[src/rtl/nibble_seq_pkg.sv]
// Shared types and constants for the nibble sequencer: FSM state encoding,
// nibble width and the modulo-16 increment helper.
package nibble_seq_pkg;

    localparam int NIBBLE_W = 4;

    typedef enum logic {
        IDLE = 1'b0,
        RUN  = 1'b1
    } seq_state_t;

    // Natural overflow of the nibble-wide add gives the modulo-16 wrap.
    function automatic logic [NIBBLE_W-1:0] nibble_next(input logic [NIBBLE_W-1:0] value);
        return value + 1'b1;
    endfunction

endpackage

[src/rtl/btn_debounce.sv]
// Pushbutton conditioner: 2-flop synchronizer, counting debouncer and a
// registered one-cycle press pulse on each accepted rising edge.
module btn_debounce #(
    parameter int DEBOUNCE_CYCLES = 16
) (
    input  logic clk,
    input  logic rst_n,
    input  logic btn,
    output logic press
);

    localparam int CNT_W = $clog2(DEBOUNCE_CYCLES + 1);
    localparam logic [CNT_W-1:0] CNT_LAST = CNT_W'(DEBOUNCE_CYCLES - 1);

    logic             sync_a;
    logic             sync_b;
    logic             level;
    logic [CNT_W-1:0] count;

    // The level flips on the DEBOUNCE_CYCLES-th consecutive mismatching cycle;
    // the press pulse is raised in the same edge, so it appears one cycle later.
    always_ff @(posedge clk or negedge rst_n) begin
        if (!rst_n) begin
            sync_a <= 1'b0;
            sync_b <= 1'b0;
            level  <= 1'b0;
            count  <= '0;
            press  <= 1'b0;
        end else begin
            sync_a <= btn;
            sync_b <= sync_a;
            press  <= 1'b0;
            if (sync_b == level) begin
                count <= '0;
            end else if (count == CNT_LAST) begin
                level <= sync_b;
                count <= '0;
                press <= sync_b;
            end else begin
                count <= count + 1'b1;
            end
        end
    end

endmodule

[src/rtl/nibble_sequencer.sv]
// Nibble sequencer: debounced step/run buttons drive a 4-bit counter either
// manually (IDLE) or from a free-running prescaler (RUN).
module nibble_sequencer
    import nibble_seq_pkg::*;
#(
    parameter int DEBOUNCE_CYCLES = 16,
    parameter int RUN_DIV         = 8
) (
    input  logic                clk,
    input  logic                rst_n,
    input  logic                btn_step,
    input  logic                btn_run,
    output logic [NIBBLE_W-1:0] a_out,
    output logic                valid,
    output logic                wrap,
    output logic                running
);

    localparam int PS_W = (RUN_DIV > 1) ? $clog2(RUN_DIV) : 1;
    localparam logic [PS_W-1:0] PS_LAST = PS_W'(RUN_DIV - 1);

    logic            step_press;
    logic            run_press;
    seq_state_t      state;
    logic [PS_W-1:0] prescale;

    btn_debounce #(
        .DEBOUNCE_CYCLES(DEBOUNCE_CYCLES)
    ) u_step_btn (
        .clk  (clk),
        .rst_n(rst_n),
        .btn  (btn_step),
        .press(step_press)
    );

    btn_debounce #(
        .DEBOUNCE_CYCLES(DEBOUNCE_CYCLES)
    ) u_run_btn (
        .clk  (clk),
        .rst_n(rst_n),
        .btn  (btn_run),
        .press(run_press)
    );

    // A run press always wins: it drops a coincident step press and
    // suppresses a coincident prescaler terminal count.
    always_ff @(posedge clk or negedge rst_n) begin
        if (!rst_n) begin
            state    <= IDLE;
            prescale <= '0;
            a_out    <= '0;
            valid    <= 1'b0;
            wrap     <= 1'b0;
            running  <= 1'b0;
        end else begin
            valid <= 1'b0;
            wrap  <= 1'b0;
            case (state)
                IDLE: begin
                    if (run_press) begin
                        state    <= RUN;
                        running  <= 1'b1;
                        prescale <= '0;
                    end else if (step_press) begin
                        a_out <= nibble_next(a_out);
                        valid <= 1'b1;
                        wrap  <= (a_out == '1);
                    end
                end
                RUN: begin
                    if (run_press) begin
                        state   <= IDLE;
                        running <= 1'b0;
                    end else if (prescale == PS_LAST) begin
                        prescale <= '0;
                        a_out    <= nibble_next(a_out);
                        valid    <= 1'b1;
                        wrap     <= (a_out == '1);
                    end else begin
                        prescale <= prescale + 1'b1;
                    end
                end
                default: begin
                    state   <= IDLE;
                    running <= 1'b0;
                end
            endcase
        end
    end

endmodule

[config.mk]
export PLATFORM = sky130hd
export DESIGN_NAME = nibble_sequencer
export DESIGN_NICKNAME = d
export VERILOG_FILES = /design/src/rtl/nibble_seq_pkg.sv /design/src/rtl/btn_debounce.sv /design/src/rtl/nibble_sequencer.sv
export SDC_FILE = /design/constraint.sdc
export NUM_CORES = 1
export LEC_CHECK = 0
export ABC_AREA = 1
export ABC_CLOCK_PERIOD_IN_PS = 3450
export CAP_MARGIN = 20
export CORE_MARGIN = 4
export CORE_UTILIZATION = 60
export DETAILED_ROUTE_END_ITERATION = 16
export PLACE_DENSITY = 0.88
export SYNTH_ARGS = -nofsm -noshare
export SYNTH_HDL_FRONTEND = slang
export SYNTH_SLANG_ARGS = --single-unit
[constraint.sdc]
create_clock -name clk -period 3.45 [get_ports clk]
set_clock_uncertainty 0.1 [all_clocks]
set_input_delay 0.5175 -clock clk [delete_from_list [all_inputs] [get_ports clk]]
set_output_delay 0.5175 -clock clk [all_outputs]
set_load 0.01 [all_outputs]
### After elaboration in Yosys (flattened, before gate mapping)

Cells that the tools add are included.

| storage, ports and cells | value |
|---|---|
| register bits | 29 |
| word-level logic and storage cells | 73 |

| cells by class | value |
|---|---|
| reductions and logical operators | 5 |
| equality and inequality tests | 12 |
| multiplexer cells | 33 |
| add/sub/neg operators | 4 |
| bitwise logic cells | 3 |

Operators with widths:

| kind | count |
|---|---|
| $mux W5 | 4 |
| $mux W1 | 16 |
| $mux W4 | 4 |
| $add A5 B1 Y5 const B | 2 |
| $eq A5 B4 Y1 const B | 2 |
| $mux W3 | 3 |
| $ne A2 B1 Y1 const B | 4 |
| $pmux W1 S2 | 4 |
| $pmux W4 S2 | 1 |
| $reduce_and A2 Y1 | 4 |
| $pmux W3 S2 | 1 |
| $add A4 B1 Y4 const B | 1 |
| $eq A4 B4 Y1 const B | 1 |
| $ne A2 B2 Y1 const B | 2 |
| $reduce_and A4 Y1 | 1 |
| $add A3 B1 Y3 const B | 1 |
| $eq A3 B3 Y1 const B | 1 |
| $not A1 Y1 | 3 |
| $eq A1 B1 Y1 | 2 |

### Logic depth before layout (Yosys ltp)

Gate-level depths: netlist of the first run.

| logic depth | value |
|---|---|
| depth in word-level cells | 4 |
| gate-level depth with buffers | 8 |

### Modules after synthesis

A second synthesis of the first run with hierarchy kept.

| unflattened totals | value |
|---|---|
| cell total of the unflattened synthesis | 137 |
| area, all modules | 1276.2 um^2 |

By module, submodules not included:

| module | times used | area an instance (um^2) | cells an instance |
|---|---|---|---|
| btn_debounce | 2 | 355.3 | 38 |
| nibble_sequencer | 1 | 565.5 | 61 |

### Worst setup path after synthesis of the first run

OpenSTA, ideal clock, no wires.

| timing | value |
|---|---|
| kind | reg2reg |
| start point | register state |
| end point | register a_out[3] |
| cell stages (with the launch flop) | 8 |
| slack | 2126 ps |
| arrival time | 1159 ps |
| setup time | 65 ps |
| data required time | 3285 ps |
| cells stage by stage | dfrtp_1 inv_1 ha_1 nor2_1 nand2_1 nor2_2 nand2_1 nand2_1 |

| on the way | value |
|---|---|
| word-level cells in the longest chain between the ends | 3 |
| elaborated cells on any way between the ends | 7 |
| classes of those cells | eq/ne (4); mux (1); bitwise (1); reduce/logical (1) |

RTL lines:

| what | RTL line | RTL |
|---|---|---|
| from (decl) | nibble_sequencer.sv:24 | `seq_state_t state;` |
| from (signal assigned) | nibble_sequencer.sv:49 | `state <= IDLE;` |
| from (signal assigned) | nibble_sequencer.sv:61 | `state <= RUN;` |
| from (signal assigned) | nibble_sequencer.sv:72 | `state <= IDLE;` |
| $not A1 Y1 | n/a |  |
| $ne A2 B2 Y1 (no line) or $ne A2 B1 Y1 (tied branches) | n/a |  |
| $reduce_and A4 Y1 (no line) | n/a |  |
| to (signal assigned) | nibble_sequencer.sv:65 | `a_out <= nibble_next(a_out);` |
| to (signal assigned) | nibble_sequencer.sv:76 | `a_out <= nibble_next(a_out);` |
| to (decl) | nibble_sequencer.sv:13 | `output logic [NIBBLE_W-1:0] a_out,` |

Parallel ways exist; a longest one is shown, timed or not.
A chain may end at the register's enable or synchronous reset.

### Worst setup path after layout of the first run

| timing | value |
|---|---|
| start point | register a_out[0] |
| end point | output a_out[0] |

No word-level cell between the ends.

==> results of run 1 <==
==> how the worst min path moves through the flow <==
| stage | start | endpoint |
|---|---|---|
| floorplan | rst_n | a_out[0] |
| global placement | u_run_btn.sync_a | u_run_btn.sync_b |
| detailed placement | u_run_btn.sync_a | u_run_btn.sync_b |
| CTS | u_run_btn.sync_a | u_run_btn.sync_b |
| global route | u_run_btn.sync_a | u_run_btn.sync_b |
| finish | u_run_btn.sync_a | u_run_btn.sync_b |
==> power by group through the flow <==
| stage | Sequential [W] | Clock [W] | Combinational (W) |
|---|---|---|---|
| 2_1_floorplan | 0.000361 | 0 | 0.0000118 |
| 6_report | 0.000356 | 0.000188 | 0.0000249 |
| 3_5_place_dp | 0.000363 | 0 | 0.0000258 |
| 4_1_cts | 0.000356 | 0.000196 | 0.0000259 |
| 5_1_grt | 0.000358 | 0.000210 | 0.0000293 |
| 3_3_place_gp | 0.000361 | 0 | 0.0000243 |
==> routing by layer <==
metal / part of all wire / up-vias / global-route usage
met5: 0 / - / 0
met4: 0.028 / 0 / 0.124
met3: 0.042 / 8 / 0.0572
met2: 0.53 / 20 / 0.351
met1: 0.40 / 459 / 0.213
li1: - / 471 / -
==> layout by cell type, fill, tap and decap left out <==
master           count
nor2_1              15
xor2_1               3
nand2_1             31
dfrtp_1             29
clkbuf_1             3
buf_4                1
nand4_1              3
a21oi_1              1
o21ai_0              3
inv_1               19
nand3_1             11
nor2_2               2
clkbuf_4             5
nor3_2               1
nand3_2              1
clkdlybuf4s50_1     10
ha_1                10
xnor2_1              2
nor3_1               4
nand2_2              1
==> cell families (layout without fill, tap and decap cells) <==
group,after synthesis,in the layout
and+or+nand+nor,69,69
DFF,29,29
buffers and inverters,19,38
adders and majority gates,10,10
xor gates and xnor gates,5,5
AOI/OAI and AO/OA,4,4
==> through the flow <==
| stage | util | setup slack, ns |
|---|---|---|
| 2_1_floorplan | - | 2.13 |
| 3_3_place_gp | 0.716 | 1.87 |
| 3_5_place_dp | 0.716 | 1.84 |
| 4_1_cts | 0.740 | 1.47 |
| 5_1_grt | 0.740 | 1.42 |
| 6_report | 0.740 | 1.49 |
==> flip-flops by register name (all words and copies together), names as in the netlist <==
register and count:
u_run_btn.sync_a 1, u_run_btn.level 1, u_step_btn.level 1, u_run_btn.sync_b 1, prescale 3, wrap 1, u_step_btn.press 1, valid 1
a_out 4, u_step_btn.sync_b 1, u_run_btn.count 5, u_run_btn.press 1, running 1, u_step_btn.sync_a 1, u_step_btn.count 5, state 1
==> final cells by class <==
| class | instances | area [µm²] | share of cell area |
|---|---|---|---|
| Inverter | 19 | 71.3 | 0.0481 |
| Sequential cell | 29 | 726 | 0.490 |
| Clock buffer | 8 | 48.8 | 0.0329 |
| Multi-Input combinational cell | 88 | 494 | 0.334 |
| Timing Repair Buffer | 11 | 108 | 0.0726 |
| Tap cell | 27 | 33.8 | 0.0228 |
==> results.py, run 1 <==
metrics = {
    "clocking": {
        "cts_buffers": 5,
        "cts_max_path_buffers": 2,
        "cts_tree": "yes",
        "clk_latency_ns": 0.32,
        "root_buffer": "clkbuf_4",
        "htreeDepth": 2,
        "postCtsSetupRepairBufs": 0,
        "cts_sinks": 29,
        "ctsResizeCount": 0,
        "holdBufCountCts": 0,
        "path_clk_slew_ns": 0.08,
    },
    "synth": {
        "synth.top_cell.area_share": 0.562,
        "ys_types": 16,
        "synth-simple-area-share": 0.236,
        "synth_top_cell_by_area": "dfrtp_1",
        "yosysSeqAreaShare": 0.562,
        "synth-compound-area-share": 0.0155,
        "synth_xor_area_frac": 0.0339,
        "syn_area_per_cell_um2": 9.49,
        "synth_nets": 150,
        "synth_most_common_cell": "nand2_1",
        "yosys_register_bits": 29,
        "synth_mux_area_frac": 0,
        "synthAdderAreaFrac": 0.0969,
        "syn_inst": 136,
        "async_reset_ff_frac": 1.00,
        "synth_top_family_by_area": "simple AND/OR/NAND/NOR gates",
        "synth-edff-count": 0,
        "synth.area.top_cells": "dfrtp_1 56%, ha_1 9.7%, nand2_1 9.0%, inv_1 5.5%, nor2_1 4.4%",
        "syn_area_um2": 1290,
        "synth-main-ff-cell": "dfrtp_1",
        "yosysWarnings": 0,
        "synthTopCellsByCount": "31 x nand2_1, 29 x dfrtp_1, 19 x inv_1",
    },
    "global_route": {
        "overflow": 0,
        "grt_pass1_wl_um": 4010,
        "grt_max_degree": 30,
        "grt_pass1_vias": 951,
        "grt_usage": 0.202,
        "antenna_found_initial": 0,
    },
    "critical_path": {
        "crit_buf_inv": 1,
        "r2r_cells": 7,
        "cp-endpoint": "a_out[0]",
        "cp_max_fo": 6,
        "cp.required_ns": 2.83,
        "end_kind": "primary output",
        "critPathTopFamily": "buffers and inverters",
        "startpoint_type": "register",
        "worst_path_max_delay_cell": "clkdlybuf4s50_1",
        "reg2reg_to": "a_out[3]",
        "cp.arrival_ns": 1.34,
        "crit_path_start": "a_out[0]",
        "cp_cell_sequence": "clkdlybuf4s50_1",
        "max_stage_delay_ns": 0.57,
        "timing.rr.start": "state",
        "path_depth": 1,
        "timing.reg2reg.setup_slack_ns": 1.92,
        "worstSetupPathType": "reg2out",
    },
    "detailed_routing": {
        "routed_wl_um": 2210,
        "drt_iter0_markers": 14,
        "vias_per_cell": 5.26,
        "wl_per_cell_um": 12.2,
        "ant_nets": 0,
        "drt-pass1-iter-count": 4,
        "dr_total_vias": 958,
        "route.detailed.drc": 0,
    },
    "timing": {
        "setup_tns_ns": 0,
        "fmax_ghz": 0.510,
        "hold_slack_ns": 0.256,
        "hold_viol": 0,
        "tightest_slew_ns": 0.353,
        "fin_crit_sh": 0.568,
        "setup_viol": 0,
        "rsz0062_at_grt": "no",
        "slew_headroom": 0.763,
        "period_minus_slack_ns": 1.96,
        "maxSlewViolCount": 0,
    },
    "power": {
        "power_leakage_nw": 0.793,
        "p_total_w": 0.000569,
        "netSwitchingFraction": 0.227,
        "p_sw_w": 0.000129,
        "internal_power_w": 0.000439,
        "power_frac_seq": 0.626,
        "p_comb_frac": 0.044,
        "max-vdd-ir-drop_v": 0.000278,
        "pwr_density_cell_nw_per_um2": 384,
        "pwr-share-clk": 0.330,
    },
    "place": {
        "placed_cell_area_um2": 1430,
        "place_inst": 174,
        "place.gp.congestion": 0.718,
        "dp.final_hpwl_um": 1700,
        "io_buffers": 10,
    },
    "layout": {
        "fill_cells": 142,
        "postLayoutCellArea_um2": 1480,
        "nets": 168,
        "final_cells": 182,
        "area_growth_syn_to_layout_pct": 14.7,
        "antenna_cells": 0,
        "drive_gt1_frac": 0.0710,
    },
    "floorplan": {
        "fp.dieH_um": 54.4,
        "coreArea_um2": 2000,
        "ios": 11,
        "num_rows": 16,
        "start_util": 0.645,
        "die_w_um": 54.4,
        "die_area_um2": 2960,
    },
    "hold_path": {
        "holdCritPathClass": "reg2reg",
        "whs_path_depth": 0,
    },
    "status": {
        "outcome": "finished clean",
    },
    "flow_run": {
        "maxCapViolCount": 0,
    },
}
Note: power is estimated with default switching activity, not from simulation.
==> inputs of run 2 (changes only) <==
- ABC_CLOCK_PERIOD_IN_PS: 3450 -> 1900
- CORE_UTILIZATION: 60 -> 55
- PLACE_DENSITY: 0.88 -> 0.82
- clock period: 3.45 -> 1.9 ns (I/O delays scaled with it)
==> results.py, run 2 (synthesized netlist as in run 1, its figures left out) <==
metrics = {
    "status": {
        "outcome": "finished clean",
    },
    "detailed_routing": {
        "route.detailed.drc": 0,
        "dr_total_vias": 923,
        "drt_iter0_markers": 25,
        "ant_nets": 0,
        "vias_per_cell": 5.07,
        "routed_wl_um": 2080,
        "drt-pass1-iter-count": 4,
        "wl_per_cell_um": 11.4,
    },
    "layout": {
        "fin_util": 0.667,
        "final_common_cell": "nand2_1",
        "fill_cells": 181,
        "mostFrequentLayoutCells": "31 x nand2_1, 29 x dfrtp_1, 19 x inv_1",
        "final_cells": 182,
        "nets": 168,
        "multi_input_area_um2": 494,
        "seq_area_um2": 726,
        "antenna_cells": 0,
        "drive_gt1_frac": 0.0779,
        "biggestRegsByFlops": "u_run_btn.count (5), u_step_btn.count (5), a_out (4)",
        "area_growth_syn_to_layout_pct": 15.3,
    },
    "power": {
        "p_sw_w": 0.000227,
        "pwr-share-clk": 0.343,
        "power_frac_seq": 0.613,
        "internal_power_w": 0.000825,
        "p_comb_frac": 0.044,
        "netSwitchingFraction": 0.216,
        "pwr_density_cell_nw_per_um2": 707,
        "p_total_w": 0.00105,
        "power_leakage_nw": 0.798,
        "max-vdd-ir-drop_v": 0.000595,
    },
    "clocking": {
        "clk_latency_ns": 0.31,
        "path_clk_slew_ns": 0.08,
        "postCtsSetupRepairBufs": 0,
        "cts_max_path_buffers": 2,
        "holdBufCountCts": 0,
        "cts_sinks": 29,
        "cts_tree": "yes",
        "root_buffer": "clkbuf_4",
        "htreeDepth": 2,
        "ctsResizeCount": 0,
        "cts_buffers": 5,
    },
    "global_route": {
        "grt_pass1_wl_um": 3840,
        "grt_pass1_vias": 983,
        "antenna_found_initial": 0,
        "grt_max_degree": 30,
        "grt_usage": 0.160,
        "overflow": 0,
    },
    "floorplan": {
        "die_area_um2": 3190,
        "ios": 11,
        "start_util": 0.578,
        "fp.dieH_um": 56.5,
        "coreArea_um2": 2230,
        "die_w_um": 56.5,
        "num_rows": 17,
    },
    "hold_path": {
        "holdCritPathClass": "in2async",
    },
    "timing": {
        "slew_headroom": 0.766,
        "maxSlewViolCount": 0,
        "hold_viol": 0,
        "period_minus_slack_ns": 1.71,
        "setup_viol": 0,
        "fin_crit_sh": 0.902,
        "setup_tns_ns": 0,
        "fmax_ghz": 0.583,
        "tightest_slew_ns": 0.352,
        "rsz0062_at_grt": "no",
        "hold_slack_ns": 0.245,
    },
    "critical_path": {
        "cp.arrival_ns": 1.33,
        "worstSetupPathType": "reg2out",
        "cp_max_fo": 6,
        "end_kind": "primary output",
        "max_stage_delay_ns": 0.57,
        "cp_cell_sequence": "clkdlybuf4s50_1",
        "crit_buf_inv": 1,
        "critPathTopFamily": "buffers and inverters",
        "worst_path_max_delay_cell": "clkdlybuf4s50_1",
        "cp.required_ns": 1.51,
        "startpoint_type": "register",
    },
    "place": {
        "dp.final_hpwl_um": 1520,
        "place.gp.congestion": 0.754,
        "io_buffers": 10,
        "place_inst": 175,
    },
    "flow_run": {
        "maxCapViolCount": 0,
    },
}
==> run 2: cell types whose count changed in the layout (fill, tap and decap cells not counted) <==
cell,delta
clkbuf_1,-2
clkbuf_8,+1
==> run 2: final timing paths <==
| kind | depth (start not counted) | slack [ns] | start | to |
|---|---|---|---|---|
| worst min-delay path | 2 | 0.25 | rst_n | u_run_btn.count[3] |
| max in group asynchronous | 2 | 1.19 | rst_n | u_step_btn.sync_b |
| worst max-delay path | 1 | 0.19 | a_out[2] | a_out[2] |
| min in group clk | 0 | 0.25 | u_run_btn.sync_a | u_run_btn.sync_b |
| worst max register to register | 7 | 0.36 | state | a_out[0] |
| worst min register to register | 0 | 0.25 | u_run_btn.sync_a | u_run_btn.sync_b |
==> run 2: metrics by stage <==
stage               area [µm²]  setup slack [ns]
floorplan                 1290             0.576
global placement          1430             0.506
detailed placement        1430             0.383
CTS                       1490             0.165
global route              1490             0.108
finish                    1490             0.186
==> run 2: final cells by class <==
| cell class | instances | area share |
|---|---|---|
| clock buffer | 7 | 0.0370 |
| inverter | 19 | 0.0479 |
| multi-input combinational | 88 | 0.332 |
| sequential | 29 | 0.487 |
| tap | 28 | 0.0235 |
| timing repair buffer | 11 | 0.0723 |
==> run 2: per-layer routing <==
metal	global-route usage	wire length, µm
met1	0.174	889
met2	0.259	1050
met3	0.0828	121
met4	0.0678	16
met5	0	0
==> run 2: power by group through the flow <==
stage / Sequential, W / Clock, W / Combinational (W)
finish: 0.000645 / 0.000361 / 0.0000465
floorplan: 0.000655 / 0 / 0.0000214
CTS: 0.000645 / 0.000375 / 0.0000476
global route: 0.000649 / 0.000412 / 0.0000543
global placement: 0.000656 / 0 / 0.0000450
detailed placement: 0.000657 / 0 / 0.0000474
==> inputs of run 3 (changes only) <==
--- a/config.mk
+++ b/config.mk
@@ -14,2 +14,3 @@
 export PLACE_DENSITY = 0.82
+export REMOVE_ABC_BUFFERS = 1
 export SYNTH_ARGS = -nofsm -noshare
==> constraint.sdc (replaced) <==
create_clock -name clk -period 1.9 [get_ports clk]
set_clock_uncertainty 0.1 [all_clocks]
set_input_delay 0.38 -clock clk [delete_from_list [all_inputs] [get_ports clk]]
set_output_delay 0.38 -clock clk [all_outputs]
set_load 0.01 [all_outputs]
==> results.py, run 3 (synthesized netlist as in run 1, its figures left out) <==
metrics = {
    "status": {
        "outcome": "finished clean",
    },
    "timing": {
        "fin_crit_sh": 0.956,
        "maxSlewViolCount": 0,
        "setup_viol": 0,
        "period_minus_slack_ns": 1.82,
        "hold_slack_ns": 0.258,
        "setup_tns_ns": 0,
        "slew_headroom": 0.767,
        "fmax_ghz": 0.551,
        "rsz0062_at_grt": "no",
        "tightest_slew_ns": 0.349,
        "hold_viol": 0,
    },
    "clocking": {
        "cts_tree": "yes",
        "holdBufCountCts": 0,
        "path_clk_slew_ns": 0.09,
        "cts_sinks": 29,
        "root_buffer": "clkbuf_4",
        "cts_buffers": 5,
        "postCtsSetupRepairBufs": 0,
        "htreeDepth": 2,
        "clk_latency_ns": 0.32,
        "cts_max_path_buffers": 2,
        "ctsResizeCount": 0,
    },
    "critical_path": {
        "worstSetupPathType": "reg2out",
        "end_kind": "primary output",
        "cp.arrival_ns": 1.34,
        "timing.rr.start": "state",
        "timing.reg2reg.setup_slack_ns": 0.34,
        "startpoint_type": "register",
        "cp_max_fo": 6,
        "critPathTopFamily": "buffers and inverters",
        "r2r_cells": 7,
        "crit_buf_inv": 1,
        "cp_cell_sequence": "clkdlybuf4s50_1",
        "max_stage_delay_ns": 0.57,
        "cp.required_ns": 1.42,
        "reg2reg_to": "a_out[3]",
        "worst_path_max_delay_cell": "clkdlybuf4s50_1",
    },
    "floorplan": {
        "fp.dieH_um": 56.5,
        "ios": 11,
        "die_w_um": 56.5,
        "coreArea_um2": 2230,
        "die_area_um2": 3190,
        "start_util": 0.578,
        "num_rows": 17,
    },
    "power": {
        "p_total_w": 0.00121,
        "power_leakage_nw": 0.812,
        "max-vdd-ir-drop_v": 0.000674,
        "pwr_density_cell_nw_per_um2": 796,
    },
    "hold_path": {
        "holdCritPathClass": "reg2reg",
        "whs_path_depth": 0,
        "holdPathEnd": "u_step_btn.sync_b",
        "hp-start": "u_step_btn.sync_a",
    },
    "layout": {
        "nets": 168,
        "drive_gt1_frac": 0.0839,
        "mostFrequentLayoutCells": "31 x nand2_1, 29 x dfrtp_1, 19 x inv_1",
        "biggestRegsByFlops": "u_run_btn.count (5), u_step_btn.count (5), a_out (4)",
        "fill_cells": 186,
        "final_common_cell": "nand2_1",
        "area_growth_syn_to_layout_pct": 17.6,
        "antenna_cells": 0,
    },
    "global_route": {
        "grt_pass1_vias": 885,
        "grt_usage": 0.149,
        "antenna_found_initial": 0,
        "grt_pass1_wl_um": 3630,
        "grt_max_degree": 30,
        "overflow": 0,
    },
    "detailed_routing": {
        "drt-pass1-iter-count": 4,
        "wl_per_cell_um": 11.1,
        "vias_per_cell": 4.91,
        "route.detailed.drc": 0,
        "drt_iter0_markers": 13,
        "ant_nets": 0,
        "routed_wl_um": 2030,
        "dr_total_vias": 899,
    },
    "place": {
        "dp.final_hpwl_um": 1540,
        "place.gp.congestion": 0.706,
        "io_buffers": 10,
    },
    "flow_run": {
        "maxCapViolCount": 0,
    },
}
run 3: metal layers:
metal  track usage  routed length, µm
met5             0                  0
met4        0.0610                  0
met3        0.0644                 92
met2         0.248               1050
met1         0.167                889
run 3: area by class of cell:
| class | count | area (µm²) | share of cell area |
|---|---|---|---|
| flip-flops and latches | 29 | 726 | 0.478 |
| multi-input cells | 88 | 494 | 0.325 |
| repair buffers | 11 | 108 | 0.0708 |
| inverters | 19 | 71.3 | 0.0470 |
| clock buffers | 7 | 55.1 | 0.0362 |
| well taps | 28 | 35.0 | 0.0231 |
| clock inverters | 1 | 30.0 | 0.0198 |
run 3: power by group:
group / internal (W) / switching (W) / total [W]
registers: 0.000632 / 0.0000144 / 0.000646
logic: 0.0000192 / 0.0000255 / 0.0000447
clock network: 0.000314 / 0.000204 / 0.000518
run 3: worst max path at each step:
stage          startpoint  endpoint  slack (ns)  depth (start not counted)
2_1_floorplan       state  a_out[3]        0.58                          7
3_3_place_gp     a_out[2]  a_out[2]        0.46                          1
3_5_place_dp        state  a_out[3]        0.34                          7
4_1_cts          a_out[2]  a_out[2]        0.07                          1
5_1_grt          a_out[0]  a_out[0]        0.03                          1
6_report         a_out[2]  a_out[2]        0.08                          1
run 3: through the flow:
step	instance area [µm²]	utilization	setup slack, ns	instances
after global placement	1430	0.642	0.458	175
after floorplan	1290	-	0.576	136
final	1520	0.680	0.0835	183
after global routing	1520	0.680	0.0344	183
after detailed placement	1430	0.642	0.337	175
after CTS	1520	0.680	0.0665	183
